==> src/rtl/cpu_debug_ctrl_if.sv <==
// -----------------------------------------------------------------------------
// cpu_debug_ctrl_if
// Register-dump stream between the debug controller and the debug/trace host.
// One beat carries one register: its index, its value, and a last-beat flag.
//
// Signals:
//   out_valid  master->slave  beat valid
//   out_ready  slave->master  host accepts the beat
//   out_idx    master->slave  register index of the beat (5 bits)
//   out_data   master->slave  register value of the beat (32 bits)
//   out_last   master->slave  beat is the final register
// Modports: master (debug controller), slave (host).
// -----------------------------------------------------------------------------
interface cpu_debug_ctrl_if;
  logic        out_valid;
  logic        out_ready;
  logic [4:0]  out_idx;
  logic [31:0] out_data;
  logic        out_last;

  modport master (
    output out_valid,
    output out_idx,
    output out_data,
    output out_last,
    input  out_ready
  );

  modport slave (
    input  out_valid,
    input  out_idx,
    input  out_data,
    input  out_last,
    output out_ready
  );
endinterface

==> src/rtl/cpu_debug_ctrl.sv <==
// -----------------------------------------------------------------------------
// cpu_debug_ctrl
// Debug/halt controller for the pipelined RISC-V core. Stops the core on a PC
// breakpoint, a run-cycle watchdog or a manual request, lets the pipeline
// drain, streams every register out through the dump interface and then holds
// the core halted until resumed.
//
// Parameters:
//   NREG          registers dumped (indices 0..NREG-1, NREG <= 32)
//   CYCLE_LIMIT   watchdog fires after this many RUN cycles, 0 disables it
//   DRAIN_CYCLES  cycles spent letting EX/MEM/WB retire before the dump
//   CNT_W         width of cycle_cnt (<= 32)
//
// Ports:
//   clk, rstn        clock (rising edge) and asynchronous active-low reset
//   pc, pc_valid     fetch-stage PC and its qualifier
//   bp_en, bp_addr   breakpoint enable and address
//   dump_req         manual halt-and-dump request (level)
//   resume           leave HALT
//   cpu_stall        freezes PC and IF/ID
//   reg_sel/reg_data register-file debug read port (zero-latency read)
//   dump             dump stream, master side
//   halted           controller is in HALT
//   cause            last halt cause: 01 breakpoint, 10 watchdog, 11 manual
//   cycle_cnt        saturating count of RUN cycles since reset or resume
// -----------------------------------------------------------------------------
module cpu_debug_ctrl #(
  parameter int unsigned NREG         = 32,
  parameter int unsigned CYCLE_LIMIT  = 1000,
  parameter int unsigned DRAIN_CYCLES = 3,
  parameter int unsigned CNT_W        = 16
) (
  input  logic                 clk,
  input  logic                 rstn,
  input  logic [31:0]          pc,
  input  logic                 pc_valid,
  input  logic                 bp_en,
  input  logic [31:0]          bp_addr,
  input  logic                 dump_req,
  input  logic                 resume,
  output logic                 cpu_stall,
  output logic [4:0]           reg_sel,
  input  logic [31:0]          reg_data,
  cpu_debug_ctrl_if.master     dump,
  output logic                 halted,
  output logic [1:0]           cause,
  output logic [CNT_W-1:0]     cycle_cnt
);

  typedef enum logic [1:0] {
    RUN   = 2'd0,
    DRAIN = 2'd1,
    DUMP  = 2'd2,
    HALT  = 2'd3
  } state_t;

  localparam logic [4:0] LAST_IDX = 5'(NREG - 1);

  state_t      state;
  logic [4:0]  idx;
  logic        out_valid_q;
  logic        out_last_q;
  logic        bp_armed;
  logic [31:0] drain_cnt;

  logic bp_hit;
  logic wd_hit;
  logic handshake;

  // Trigger decode. The watchdog compares the (possibly saturated) counter
  // zero-extended, so a limit beyond the counter range simply never fires.
  always_comb begin
    bp_hit    = bp_en && pc_valid && (pc == bp_addr) && bp_armed;
    wd_hit    = (CYCLE_LIMIT != 0) && (32'(cycle_cnt) == (CYCLE_LIMIT - 32'd1));
    handshake = out_valid_q && dump.out_ready;
  end

  // Register 0 is hardwired to zero on RISC-V, so beat 0 never trusts the RF.
  always_comb begin
    dump.out_valid = out_valid_q;
    dump.out_idx   = idx;
    dump.out_last  = out_last_q;
    dump.out_data  = (out_valid_q && (idx != 5'd0)) ? reg_data : 32'd0;
    reg_sel        = idx;
  end

  // Main controller: state, stall/halt flags, dump index, cause, cycle counter
  // and breakpoint arming all live in one registered block.
  always_ff @(posedge clk or negedge rstn) begin
    if (!rstn) begin
      state       <= RUN;
      cpu_stall   <= 1'b0;
      halted      <= 1'b0;
      out_valid_q <= 1'b0;
      out_last_q  <= 1'b0;
      idx         <= 5'd0;
      cause       <= 2'b00;
      cycle_cnt   <= '0;
      bp_armed    <= 1'b1;
      drain_cnt   <= 32'd0;
    end else begin
      // Resume disarms so the core can step off the breakpoint; any fetch at
      // a different PC re-arms it.
      if ((state == HALT) && resume) begin
        bp_armed <= 1'b0;
      end else if (pc_valid && (pc != bp_addr)) begin
        bp_armed <= 1'b1;
      end

      case (state)
        RUN: begin
          if (cycle_cnt != '1) begin
            cycle_cnt <= cycle_cnt + 1'b1;
          end
          if (bp_hit || wd_hit || dump_req) begin
            cause     <= bp_hit ? 2'b01 : (wd_hit ? 2'b10 : 2'b11);
            cpu_stall <= 1'b1;
            drain_cnt <= 32'd0;
            if (DRAIN_CYCLES == 0) begin
              state       <= DUMP;
              out_valid_q <= 1'b1;
              idx         <= 5'd0;
              out_last_q  <= (NREG == 1);
            end else begin
              state <= DRAIN;
            end
          end
        end

        DRAIN: begin
          if (drain_cnt == (DRAIN_CYCLES - 32'd1)) begin
            state       <= DUMP;
            out_valid_q <= 1'b1;
            idx         <= 5'd0;
            out_last_q  <= (NREG == 1);
          end else begin
            drain_cnt <= drain_cnt + 32'd1;
          end
        end

        DUMP: begin
          if (handshake) begin
            if (idx == LAST_IDX) begin
              state       <= HALT;
              halted      <= 1'b1;
              out_valid_q <= 1'b0;
              out_last_q  <= 1'b0;
              idx         <= 5'd0;
            end else begin
              idx        <= idx + 5'd1;
              out_last_q <= ((idx + 5'd1) == LAST_IDX);
            end
          end
        end

        HALT: begin
          if (resume) begin
            state     <= RUN;
            cpu_stall <= 1'b0;
            halted    <= 1'b0;
            cycle_cnt <= '0;
          end
        end

        default: begin
          state <= RUN;
        end
      endcase
    end
  end

endmodule

==> src/flat_wrapper.sv <==
// flat-port wrapper written by rule: the top's interface ports become plain ports
module cpu_debug_ctrl_flat 
#(
  parameter int unsigned NREG         = 32,
  parameter int unsigned CYCLE_LIMIT  = 1000,
  parameter int unsigned DRAIN_CYCLES = 3,
  parameter int unsigned CNT_W        = 16
)
  (clk, rstn, pc, pc_valid, bp_en, bp_addr, dump_req, resume, cpu_stall, reg_sel, reg_data, halted, cause, cycle_cnt, dump_out_valid, dump_out_idx, dump_out_data, dump_out_last, dump_out_ready);
  cpu_debug_ctrl_if dump_i ();
  input  logic clk;
  input  logic rstn;
  input  logic [31:0] pc;
  input  logic pc_valid;
  input  logic bp_en;
  input  logic [31:0] bp_addr;
  input  logic dump_req;
  input  logic resume;
  output logic cpu_stall;
  output logic [4:0] reg_sel;
  input  logic [31:0] reg_data;
  output logic halted;
  output logic [1:0] cause;
  output logic [CNT_W-1:0] cycle_cnt;
  output wire logic [$bits(dump_i.out_valid)-1:0] dump_out_valid;
  output wire logic [$bits(dump_i.out_idx)-1:0] dump_out_idx;
  output wire logic [$bits(dump_i.out_data)-1:0] dump_out_data;
  output wire logic [$bits(dump_i.out_last)-1:0] dump_out_last;
  input wire logic [$bits(dump_i.out_ready)-1:0] dump_out_ready;
  assign dump_out_valid = dump_i.out_valid;
  assign dump_out_idx = dump_i.out_idx;
  assign dump_out_data = dump_i.out_data;
  assign dump_out_last = dump_i.out_last;
  assign dump_i.out_ready = dump_out_ready;
  cpu_debug_ctrl #(.NREG(NREG), .CYCLE_LIMIT(CYCLE_LIMIT), .DRAIN_CYCLES(DRAIN_CYCLES), .CNT_W(CNT_W)) u_core (.clk(clk), .rstn(rstn), .pc(pc), .pc_valid(pc_valid), .bp_en(bp_en), .bp_addr(bp_addr), .dump_req(dump_req), .resume(resume), .cpu_stall(cpu_stall), .reg_sel(reg_sel), .reg_data(reg_data), .dump(dump_i), .halted(halted), .cause(cause), .cycle_cnt(cycle_cnt));
endmodule
==> config.mk <==
export PLATFORM = sky130hd
export DESIGN_NAME = cpu_debug_ctrl_flat
export DESIGN_NICKNAME = d
export VERILOG_FILES = /design/src/rtl/cpu_debug_ctrl_if.sv /design/src/rtl/cpu_debug_ctrl.sv /design/src/flat_wrapper.sv
export SDC_FILE = /design/constraint.sdc
export NUM_CORES = 1
export LEC_CHECK = 0
export BUFFER_PORTS_ARGS = -buffer_cell sky130_fd_sc_hd__buf_2
export CAP_MARGIN = 15
export CORE_MARGIN = 1
export CORE_UTILIZATION = 54
export DETAILED_ROUTE_END_ITERATION = 6
export PLACE_DENSITY = 0.86
export SLEW_MARGIN = 20
export SYNTH_ARGS = -nofsm -noshare
export SYNTH_HDL_FRONTEND = slang
export SYNTH_SLANG_ARGS = --single-unit
==> constraint.sdc <==
create_clock -name clk -period 4.2 [get_ports clk]
set_input_delay 0 -clock clk [delete_from_list [all_inputs] [get_ports clk]]
set_output_delay 0 -clock clk [all_outputs]
set_load 0.01 [all_outputs]
==> results of run 1 <==
-- per-layer routing --
metal | track usage, % | vias to the layer above
met3 | 6.02 | 35
met2 | 53.5 | 236
met5 | 0 | -
li1 | - | 2159
met4 | 12.2 | 0
met1 | 37.0 | 2127
-- power by group --
group	total, W	switching, W	internal (W)
Combinational	0.00122	0.000742	0.000483
Clock	0.000621	0.000254	0.000366
Sequential	0.000805	0.000121	0.000685
Total	0.00265	0.00112	0.00153
-- cell usage after synthesis (12+ instances only) --
| cell | number | area [sq um] |
|---|---|---|
| a22o_1 | 17 | 149 |
| and2_1 | 37 | 231 |
| buf_2 | 12 | 60.1 |
| clkbuf_1 | 15 | 56.3 |
| dfrtp_1 | 61 | 1530 |
| inv_1 | 15 | 56.3 |
| nand2_1 | 49 | 184 |
| nand3_1 | 18 | 90.1 |
| nand4_1 | 25 | 156 |
| nor2_1 | 32 | 120 |
| o21ai_0 | 20 | 100 |
| xnor2_1 | 35 | 307 |
| xor2_1 | 13 | 114 |
-- final cells by class --
type | count | area (sq um)
repair buffers | 171 | 876
fillers | 584 | 2310
clock inverters | 5 | 81.3
well taps | 102 | 128
clock buffers | 11 | 151
inverters | 15 | 56.3
multi-input cells | 399 | 2730
flip-flops and latches | 62 | 1550
-- through the flow --
stage | total power, W | std cells | instance area [sq um] | setup slack, ps | utilization, %
3_5_place_dp | 0.00200 | 746 | 5320 | 1250 | 67.4
2_1_floorplan | 0.00165 | 508 | 4500 | 2050 | -
4_1_cts | 0.00263 | 765 | 5580 | 1210 | 70.7
3_3_place_gp | 0.00196 | 746 | 5320 | 1310 | 67.4
5_1_grt | 0.00281 | 765 | 5580 | 858 | 70.7
6_report | 0.00265 | 765 | 5580 | 1120 | 70.7
-- registers in the layout (all words and copies together) (netlist names) --
signal and flops:
u_core.cpu_stall 1, u_core.state 2, u_core.bp_armed 1, u_core.dump.out_valid 1
u_core.dump.out_idx 5, u_core.cause 2, u_core.halted 1, u_core.cycle_cnt 16
u_core.dump.out_last 1, u_core.drain_cnt 32
-- critical path, stage by stage, from the launching register on --
cell and delay, ps:
dfrtp_1 430, inv_1 80, ha_1 130, nor4b_1 290, nand4_1 180, o21ai_2 650, nand2_1 460, o21ai_2 350
mux2_2 390
-- worst max path at each step --
stage                                    from                    to  slack, ps  depth (start not counted)
after floorplan           u_core.drain_cnt[0]  u_core.drain_cnt[22]       2050                          7
after global placement    u_core.drain_cnt[0]   u_core.drain_cnt[1]       1310                          8
after detailed placement  u_core.drain_cnt[0]   u_core.drain_cnt[1]       1250                          8
after CTS                 u_core.drain_cnt[0]   u_core.drain_cnt[1]       1210                          8
after global routing      u_core.drain_cnt[0]   u_core.drain_cnt[1]        860                          8
final                     u_core.drain_cnt[0]   u_core.drain_cnt[1]       1120                          8
-- cell usage in the layout (no fill, tap or decap), drive strengths merged, types with 4 or more instances in the layout --
| cell type | n |
|---|---|
| o22a | 5 |
| ha | 11 |
| nand3 | 22 |
| nor2 | 33 |
| o221ai | 4 |
| nor2b | 4 |
| or3 | 4 |
| and3 | 10 |
| nor3 | 8 |
| xnor2 | 35 |
| buf | 168 |
| dfrtp | 61 |
| nand2 | 51 |
| a221o | 9 |
| a21oi | 10 |
| and4 | 4 |
| clkbuf | 11 |
| a22o | 17 |
| nand4 | 26 |
| o211ai | 7 |
| and2 | 37 |
| mux2 | 4 |
| o21ai | 25 |
| xor2 | 13 |
| inv | 15 |
| a211oi | 8 |
| nor4 | 15 |
-- cell families after synthesis --
kind of cell	share of synthesized area [%]
simple gates	28.5
compound gates	18.7
flops	34.5
xor+xnor	9.35
buf+inv	4.68
fa+ha+maj	3.06
mux	1.22
-- repair_timing --
item | 4_1_cts | 5_1_grt
setup buffers | 0 | 0
hold buffers | 3 | 0
hold endpoints to repair | 62 | 0
==> qor.csv, run 1 <==
metric;value;unit
status;finished, final reports clean;
Worst Setup End Kind;flip-flop;
Clock Tree Buf Depth;2;
final slew viol count;0;
WS Path Type;flip-flop to flip-flop;
core area;7890;sq um
synth warn;0;
All-Layer GR Usage;30.6;%
antenna viol nets, final;0;
R2R Path End;u_core.drain_cnt[1];
die area;8690;sq um
WL final;12800;um
largest net degree at the start of global routing;63;
crit share post-route;73.2;%
global route overflow;0;
Hold Crit Class;input port to flip-flop;
I/O pin total;167;
P&R area growth vs syn;24.1;%
DRT Pass-1 Iters;5;
Root Buffer Master;clkbuf_8;
hold path startpoint;dump_req;
via count;4557;
Req. time, crit path;4440;ps
Fin Setup TNS;0;ps
DR WL/cell;16.7;um
n_diodes;0;
CP Launch Type;flip-flop;
register area share after synthesis;34.5;%
Reg clk slew, reported paths;80;ps
Clock Skews;9.76;ps
Pwr Density;475;nW/um^2
synthesized netlist cell count;508;
Rows;32;
routed wl met3;944;um
fraction of final layout cells sized beyond drive strength 1;31.8;%
met1 WL;5040;um
WHS Path Cells;4;
RSZ-0062 raised after global routing;false;
CP max FO;16;
H-tree levels;3;
Hold EP;u_core.cause[0];
number of cells on the worst reg-to-reg path;8;
EDFF count, synth;0;
Mapped Area;4500;sq um
GPL Wtd Cong;0.905;
minimum clock period;3080;ps
Hold Violations, Final;0;
post-CTS sizing;0;
FF+latch count, synth;62;
met2 wire length;6500;um
top sig layer;met4;
vias in the first global route;4536;
static leakage;2.66;nW
fin nets;772;
number of library cell types mapped by synthesis;68;
Worst Path Arrival;3310;ps
# DRC;0;
Starting Density;57.0;%
DR iter-0 viols;432;
Clk Latency, worst-skew pair;350;ps
internal reg-to-reg setup slack;1120;ps
Synth async-reset ratio;100;%
Slew Limit Headroom;40.5;%
CTS Buf Count;9;
Maximum Capacitance Violations;0;
Mapped Nets;622;
global-route wire length before repair;21000;um
IO Port Bufs;166;
Final setup viols;0;
VDD IR max;0.271;mV
fmax;0.325;GHz
TritonCTS clock tree;yes;
antenna violations before repair;0;
drt via density;5.96;
most common flop cell mapped by yosys;dfrtp_1;
Critical R2R Launch;u_core.drain_cnt[0];
WHS;51.5;ps
syn_area_per_cell;8.85;sq um
clk sinks;62;
die height;93.2;um
Worst Tran Pin Value;893;ps
DP HPWL;9320;um
Die Span X;93.2;um
(Power assumes the default switching activity.)
==> run 2, diff against run 1 <==
Settings changed: CORE_UTILIZATION 54 to 50, PLACE_DENSITY 0.86 to 0.81.
Clock period 4.2 ns to 3.1 ns, I/O delays scaled along.
==> run 2 against run 1 <==
  * Flip-flop and latch count unchanged
  * Sequential power increased by 35%
  * Wire length increased by 1.8%
  * Critical endpoint unchanged
  * Core utilization decreased by 6.8 points
  * Cell count increased by 1.7%
  * Combinational power increased by 39%
==> qor.csv, run 2 (synthesized netlist as in run 1, its figures left out) <==
metric;value;unit;change
Hold EP;u_core.cause[0];;unchanged
WHS Path Cells;4;;unchanged
DR WL/cell;16.7;um;about the same
Post-CTS Setup Inserts;0;;unchanged
CP Launch Type;flip-flop;;unchanged
Worst path max stage delay;530;ps;was 650 ps
max FFs per register;32;;unchanged
post-route core utilization;63.9;%;was 70.7%
WL final;13000;um;was 12800 um
Pwr Density;613;nW/um^2;was 475 nW/um^2
fin nets;779;;was 772
die height;96.8;um;was 93.2 um
crit path cell chain;inv_1 -> ha_1 -> inv_1 -> nor2_1 -> nand2_1 -> o21ai_2 -> mux2_2;;was inv_1 -> ha_1 -> nor4b_1 -> nand4_1 -> o21ai_2 -> nand2_1 -> o21ai_2 -> mux2_2
# DRC;0;;unchanged
Root Buffer Master;clkbuf_8;;unchanged
Clock Tree Buf Depth;2;;unchanged
number of cells on the worst reg-to-reg path;7;;was 8
H-tree levels;3;;unchanged
DR iter-0 viols;343;;was 432
clk sinks;62;;unchanged
largest net degree at the start of global routing;42;;was 63
DRT Pass-1 Iters;5;;unchanged
minimum clock period;2540;ps;was 3080 ps
drt via density;5.88;;was 5.96
Worst Tran Pin Value;936;ps;was 893 ps
antenna viol nets, final;0;;unchanged
core area;8720;sq um;was 7890 sq um
CP most frequent cell;inv_1;;was o21ai_2
GPL Wtd Cong;0.946;;was 0.905
Hold Crit Class;input port to flip-flop;;unchanged
fraction of final layout cells sized beyond drive strength 1;32.0;%;was 31.8%
I/O pin total;167;;unchanged
Req. time, crit path;3320;ps;was 4440 ps
WS Path Type;flip-flop to flip-flop;;unchanged
status;finished, final reports clean;;unchanged
antenna violations before repair;1;;was 0
CP max FO;13;;was 16
Clk Latency, worst-skew pair;340;ps;was 350 ps
fillers;726;;was 584
Worst Setup End Kind;flip-flop;;unchanged
CP max stage cell;o21ai_2;;unchanged
hold path startpoint;dump_req;;unchanged
static leakage;2.67;nW;was 2.66 nW
Die Span X;96.8;um;was 93.2 um
P&R area growth vs syn;24.0;%;was 24.1%
global-route wire length before repair;21300;um;was 21000 um
Reg clk slew, reported paths;70;ps;was 80 ps
hold_buf cts;3;;unchanged
All-Layer GR Usage;28.0;%;was 30.6%
Rows;34;;was 32
Hold Violations, Final;0;;unchanged
die area;9370;sq um;was 8690 sq um
Slew Limit Headroom;37.6;%;was 40.5%
global route overflow;0;;unchanged
fmax;0.393;GHz;was 0.325 GHz
DP HPWL;9790;um;was 9320 um
Top reg by flops;u_core.drain_cnt;;unchanged
Starting Density;51.5;%;was 57.0%
Worst Path Arrival;2770;ps;was 3310 ps
most frequent cells in the layout;166 x buf_2, 61 x dfrtp_1, 49 x nand2_1, 37 x and2_1, 35 x xnor2_1;;unchanged
Maximum Capacitance Violations;0;;unchanged
R2R Path End;u_core.drain_cnt[1];;unchanged
post-CTS sizing;0;;unchanged
vias in the first global route;4464;;was 4536
most common cell after layout, fill and taps aside;buf_2;;unchanged
IO Port Bufs;166;;unchanged
TritonCTS clock tree;yes;;unchanged
RSZ-0062 raised after global routing;false;;unchanged
Final setup viols;0;;unchanged
Fin Setup TNS;0;ps;unchanged
CTS Buf Count;9;;unchanged
internal reg-to-reg setup slack;560;ps;was 1120 ps
final slew viol count;0;;unchanged
VDD IR max;0.353;mV;was 0.271 mV
crit share post-route;82.0;%;was 73.2%
via count;4572;;was 4557
Critical R2R Launch;u_core.state[0];;was u_core.drain_cnt[0]
Clock Skews;9.30;ps;was 9.76 ps
-- run 2: cell types whose count changed in the layout (fill, tap and decap cells not counted), sizes merged --
cell / previous run / this run
bufinv: 2 / 0
buf: 168 / 175
clkinv: 2 / 1
clkbuf: 11 / 14
clkinvlp: 1 / 0
diode: 0 / 1
-- run 2: worst max path at each step --
stage,startpoint,end,cells after the start
floorplan,u_core.drain_cnt[0],u_core.drain_cnt[22],7
global placement,u_core.state[0],u_core.drain_cnt[1],7
detailed placement,u_core.state[0],u_core.drain_cnt[1],7
CTS,u_core.state[0],u_core.drain_cnt[1],7
global route,u_core.state[0],u_core.drain_cnt[1],7
finish,u_core.state[0],u_core.drain_cnt[1],7
-- run 2: per-stage QoR --
stage | instances | setup slack, ps | cell area, sq um | total power (W) | hold slack (ps)
3_5_place_dp | 759 | 594 | 5380 | 0.00277 | 201
6_report | 778 | 558 | 5580 | 0.00342 | 88.4
3_3_place_gp | 759 | 709 | 5380 | 0.00272 | 197
4_1_cts | 777 | 590 | 5570 | 0.00341 | 67.1
2_1_floorplan | 508 | 949 | 4500 | 0.00224 | -296
5_1_grt | 778 | 319 | 5580 | 0.00365 | 115
-- run 2: report_power, final --
| part | internal [W] | total, W | switching, W |
|---|---|---|---|
| sequential | 0.000929 | 0.00109 | 0.000157 |
| clock | 0.000329 | 0.000631 | 0.000302 |
| combinational | 0.000711 | 0.00170 | 0.000989 |
| total | 0.00197 | 0.00342 | 0.00145 |
-- run 2: cell type report --
cell class / count / area [sq um] / area share, %
clock inverter: 1 / 5.00 / 0.0898
clock buffer: 14 / 163 / 2.92
sequential: 62 / 1550 / 27.9
tap: 108 / 135 / 2.42
multi-input combinational: 399 / 2730 / 49.0
timing repair buffer: 178 / 928 / 16.7
antenna: 1 / 2.50 / 0.0449
inverter: 15 / 56.3 / 1.01
-- run 2: worst max-delay path: cells and delay by family, from the launching register on --
kind                     cells  cell delay, ps
flip-flops                   1             410
AND/OR/NAND/NOR              2             460
buffers and inverters        2             250
adder cells (fa/ha/maj)      1             390
multiplexers                 1             400
AO/OA/AOI/OAI                1             530
-- run 2: metal layers --
layer	share of wire [%]	vias to the layer above	global-route usage [%]
met5	0	-	0
met4	2.2	0	13.1
met3	6.9	20	4.19
met2	49	199	46.0
met1	42	2181	36.2
li1	-	2172	-
==> run 3, diff against run 2 <==
Settings changed: CORE_UTILIZATION 50 to 46, PLACE_DENSITY 0.81 to 0.78.
Clock period 3.1 ns to 2.3 ns, I/O delays scaled along.
==> run 3 against run 2 <==
  * Critical path depth grew 1
  * Largest power group unchanged
  * Total power increased by 46%
  * Global-route usage rose by 0.68 points
  * Flip-flop and latch count unchanged
  * Combinational power rose by 56%
  * Sequential share of layout area fell by 1.4 points
  * Wire length up 8.4%
  * Maximum frequency increased by 12%
  * Cell area increased by 5.3%
  * Clock power rose by 42%
  * Clock-buffer cell count shrank 1
==> qor.csv, run 3 (synthesized netlist as in run 1, its figures left out) <==
metric;value;unit;change
via count;4772;;was 4572
fmax;0.439;GHz;was 0.393 GHz
IO Port Bufs;166;;unchanged
most common cell after layout, fill and taps aside;buf_2;;unchanged
Top reg by flops;u_core.drain_cnt;;unchanged
crit share post-route;98.9;%;was 82.0%
P&R area growth vs syn;30.6;%;was 24.0%
largest net degree at the start of global routing;39;;was 42
Critical R2R Launch;u_core.drain_cnt[0];;was u_core.state[0]
internal reg-to-reg setup slack;20;ps;was 560 ps
# DRC;0;;unchanged
WL final;14100;um;was 13000 um
DR iter-0 viols;231;;was 343
final slew viol count;0;;unchanged
Slew Limit Headroom;41.6;%;was 37.6%
minimum clock period;2280;ps;was 2540 ps
R2R Path End;u_core.state[1];;was u_core.drain_cnt[1]
Worst Setup End Kind;flip-flop;;unchanged
GPL Wtd Cong;0.958;;was 0.946
core area;9370;sq um;was 8720 sq um
DP HPWL;10400;um;was 9790 um
CTS Buf Count;9;;unchanged
fillers;824;;was 726
Req. time, crit path;2530;ps;was 3320 ps
DR WL/cell;17.1;um;was 16.7 um
global route overflow;0;;unchanged
number of cells on the worst reg-to-reg path;8;;was 7
Clk Latency, worst-skew pair;350;ps;was 340 ps
I/O pin total;167;;unchanged
DRT Pass-1 Iters;7;;was 5
WS Path Type;flip-flop to flip-flop;;unchanged
Rows;35;;was 34
global-route wire length before repair;22600;um;was 21300 um
placed insts;805;;was 759
crit path capture;u_core.state[1];;was u_core.drain_cnt[1]
Hold Crit Class;input port to flip-flop;;unchanged
H-tree levels;3;;unchanged
Critical Path Start;u_core.drain_cnt[0];;was u_core.state[0]
Pwr Density;851;nW/um^2;was 613 nW/um^2
Worst Path Arrival;2510;ps;was 2770 ps
dpl ws;23.4;ps;was 594 ps
static leakage;2.82;nW;was 2.67 nW
drt via density;5.79;;was 5.88
non-filler cells, final;824;;was 778
Root Buffer Master;clkbuf_8;;unchanged
antenna viol nets, final;0;;unchanged
Maximum Capacitance Violations;0;;unchanged
most frequent cells in the layout;166 x buf_2, 60 x dfrtp_1, 49 x nand2_1, 36 x and2_1;;was 166 x buf_2, 61 x dfrtp_1, 49 x nand2_1, 37 x and2_1, 35 x xnor2_1
TritonCTS clock tree;yes;;unchanged
Starting Density;48.0;%;was 51.5%
max FFs per register;32;;unchanged
final instance area;5870;sq um;was 5580 sq um
die area;10200;sq um;was 9370 sq um
Final setup viols;0;;unchanged
All-Layer GR Usage;28.7;%;was 28.0%
Clock Tree Buf Depth;2;;unchanged
post-route core utilization;62.7;%;was 63.9%
VDD IR max;0.486;mV;was 0.353 mV
CP max FO;8;;was 13
die height;101;um;was 96.8 um
status;finished, final reports clean;;unchanged
Worst Tran Pin Value;876;ps;was 936 ps
Hold Violations, Final;0;;unchanged
Clock Skews;8.06;ps;was 9.30 ps
clk sinks;62;;unchanged
Die Span X;101;um;was 96.8 um
CP Launch Type;flip-flop;;unchanged
placed inst area;5590;sq um;was 5380 sq um
Fin Setup TNS;0;ps;unchanged
vias in the first global route;4794;;was 4464
fin nets;805;;was 779
fraction of final layout cells sized beyond drive strength 1;36.2;%;was 32.0%
antenna violations before repair;1;;unchanged
Reg clk slew, reported paths;70;ps;about the same
final worst slack;24.7;ps;was 558 ps
-- run 3: cell types whose count changed in the layout (fill, tap and decap cells not counted), sizes merged --
cell / delta
clkbuf: -1
buf: +26
-- run 3: metal layers --
metal | part of all wire [%] | global-route usage [%] | wire, um
met1 | 39 | 32.1 | 5430
met2 | 52 | 51.5 | 7310
met3 | 7.7 | 6.59 | 1080
met4 | 1.9 | 13.2 | 272
met5 | 0 | 0 | 0
-- run 3: worst min-delay path by stage --
stage | from | end | depth (start not counted)
finish | dump_req | u_core.cause[0] | 4
global route | dump_req | u_core.cause[0] | 4
CTS | dump_req | u_core.cause[0] | 4
detailed placement | rstn | u_core.drain_cnt[15] | 1
global placement | rstn | u_core.drain_cnt[13] | 1
floorplan | rstn | u_core.cause[0] | 0
-- run 3: timing repair --
item,in CTS,in global routing
resized for setup,2,11
hold endpoints to repair,35,0
endpoints found under the setup margin,30,64
pin swaps,0,2
hold buffers,3,0
setup buffers,0,1
-- run 3: power by group --
part	internal, W	switching, W	leakage (nW)
clock network	0.000467	0.000430	0.0914
logic	0.00114	0.00152	1.90
registers	0.00125	0.000187	0.833
-- run 3: final cells by class --
cell class / count / area (sq um) / share of cell area [%]
inverters: 15 / 56.3 / 0.959
diodes: 1 / 2.50 / 0.0426
multi-input cells: 399 / 2800 / 47.7
clock inverters: 1 / 5.00 / 0.0852
flip-flops and latches: 62 / 1550 / 26.5
repair buffers: 204 / 1120 / 19.1
clock buffers: 13 / 169 / 2.88
well taps: 129 / 161 / 2.75
-- run 3: critical path, cell delays in order, from the launching register on --
cell and delay [ps]:
dfrtp_1 400, inv_1 100, ha_1 170, nor4b_1 290, nand4_1 210, o21ai_4 330
nand2_1 110, a21oi_1 190, mux2_2 360
-- run 3: stage by stage --
| stage | power, W | hold WS (ps) |
|---|---|---|
| after floorplan | 0.00301 | -296 |
| after global placement | 0.00387 | 159 |
| after detailed placement | 0.00395 | 168 |
| after CTS | 0.00489 | 63.2 |
| after global routing | 0.00529 | 86.4 |
| final | 0.00500 | 63.6 |
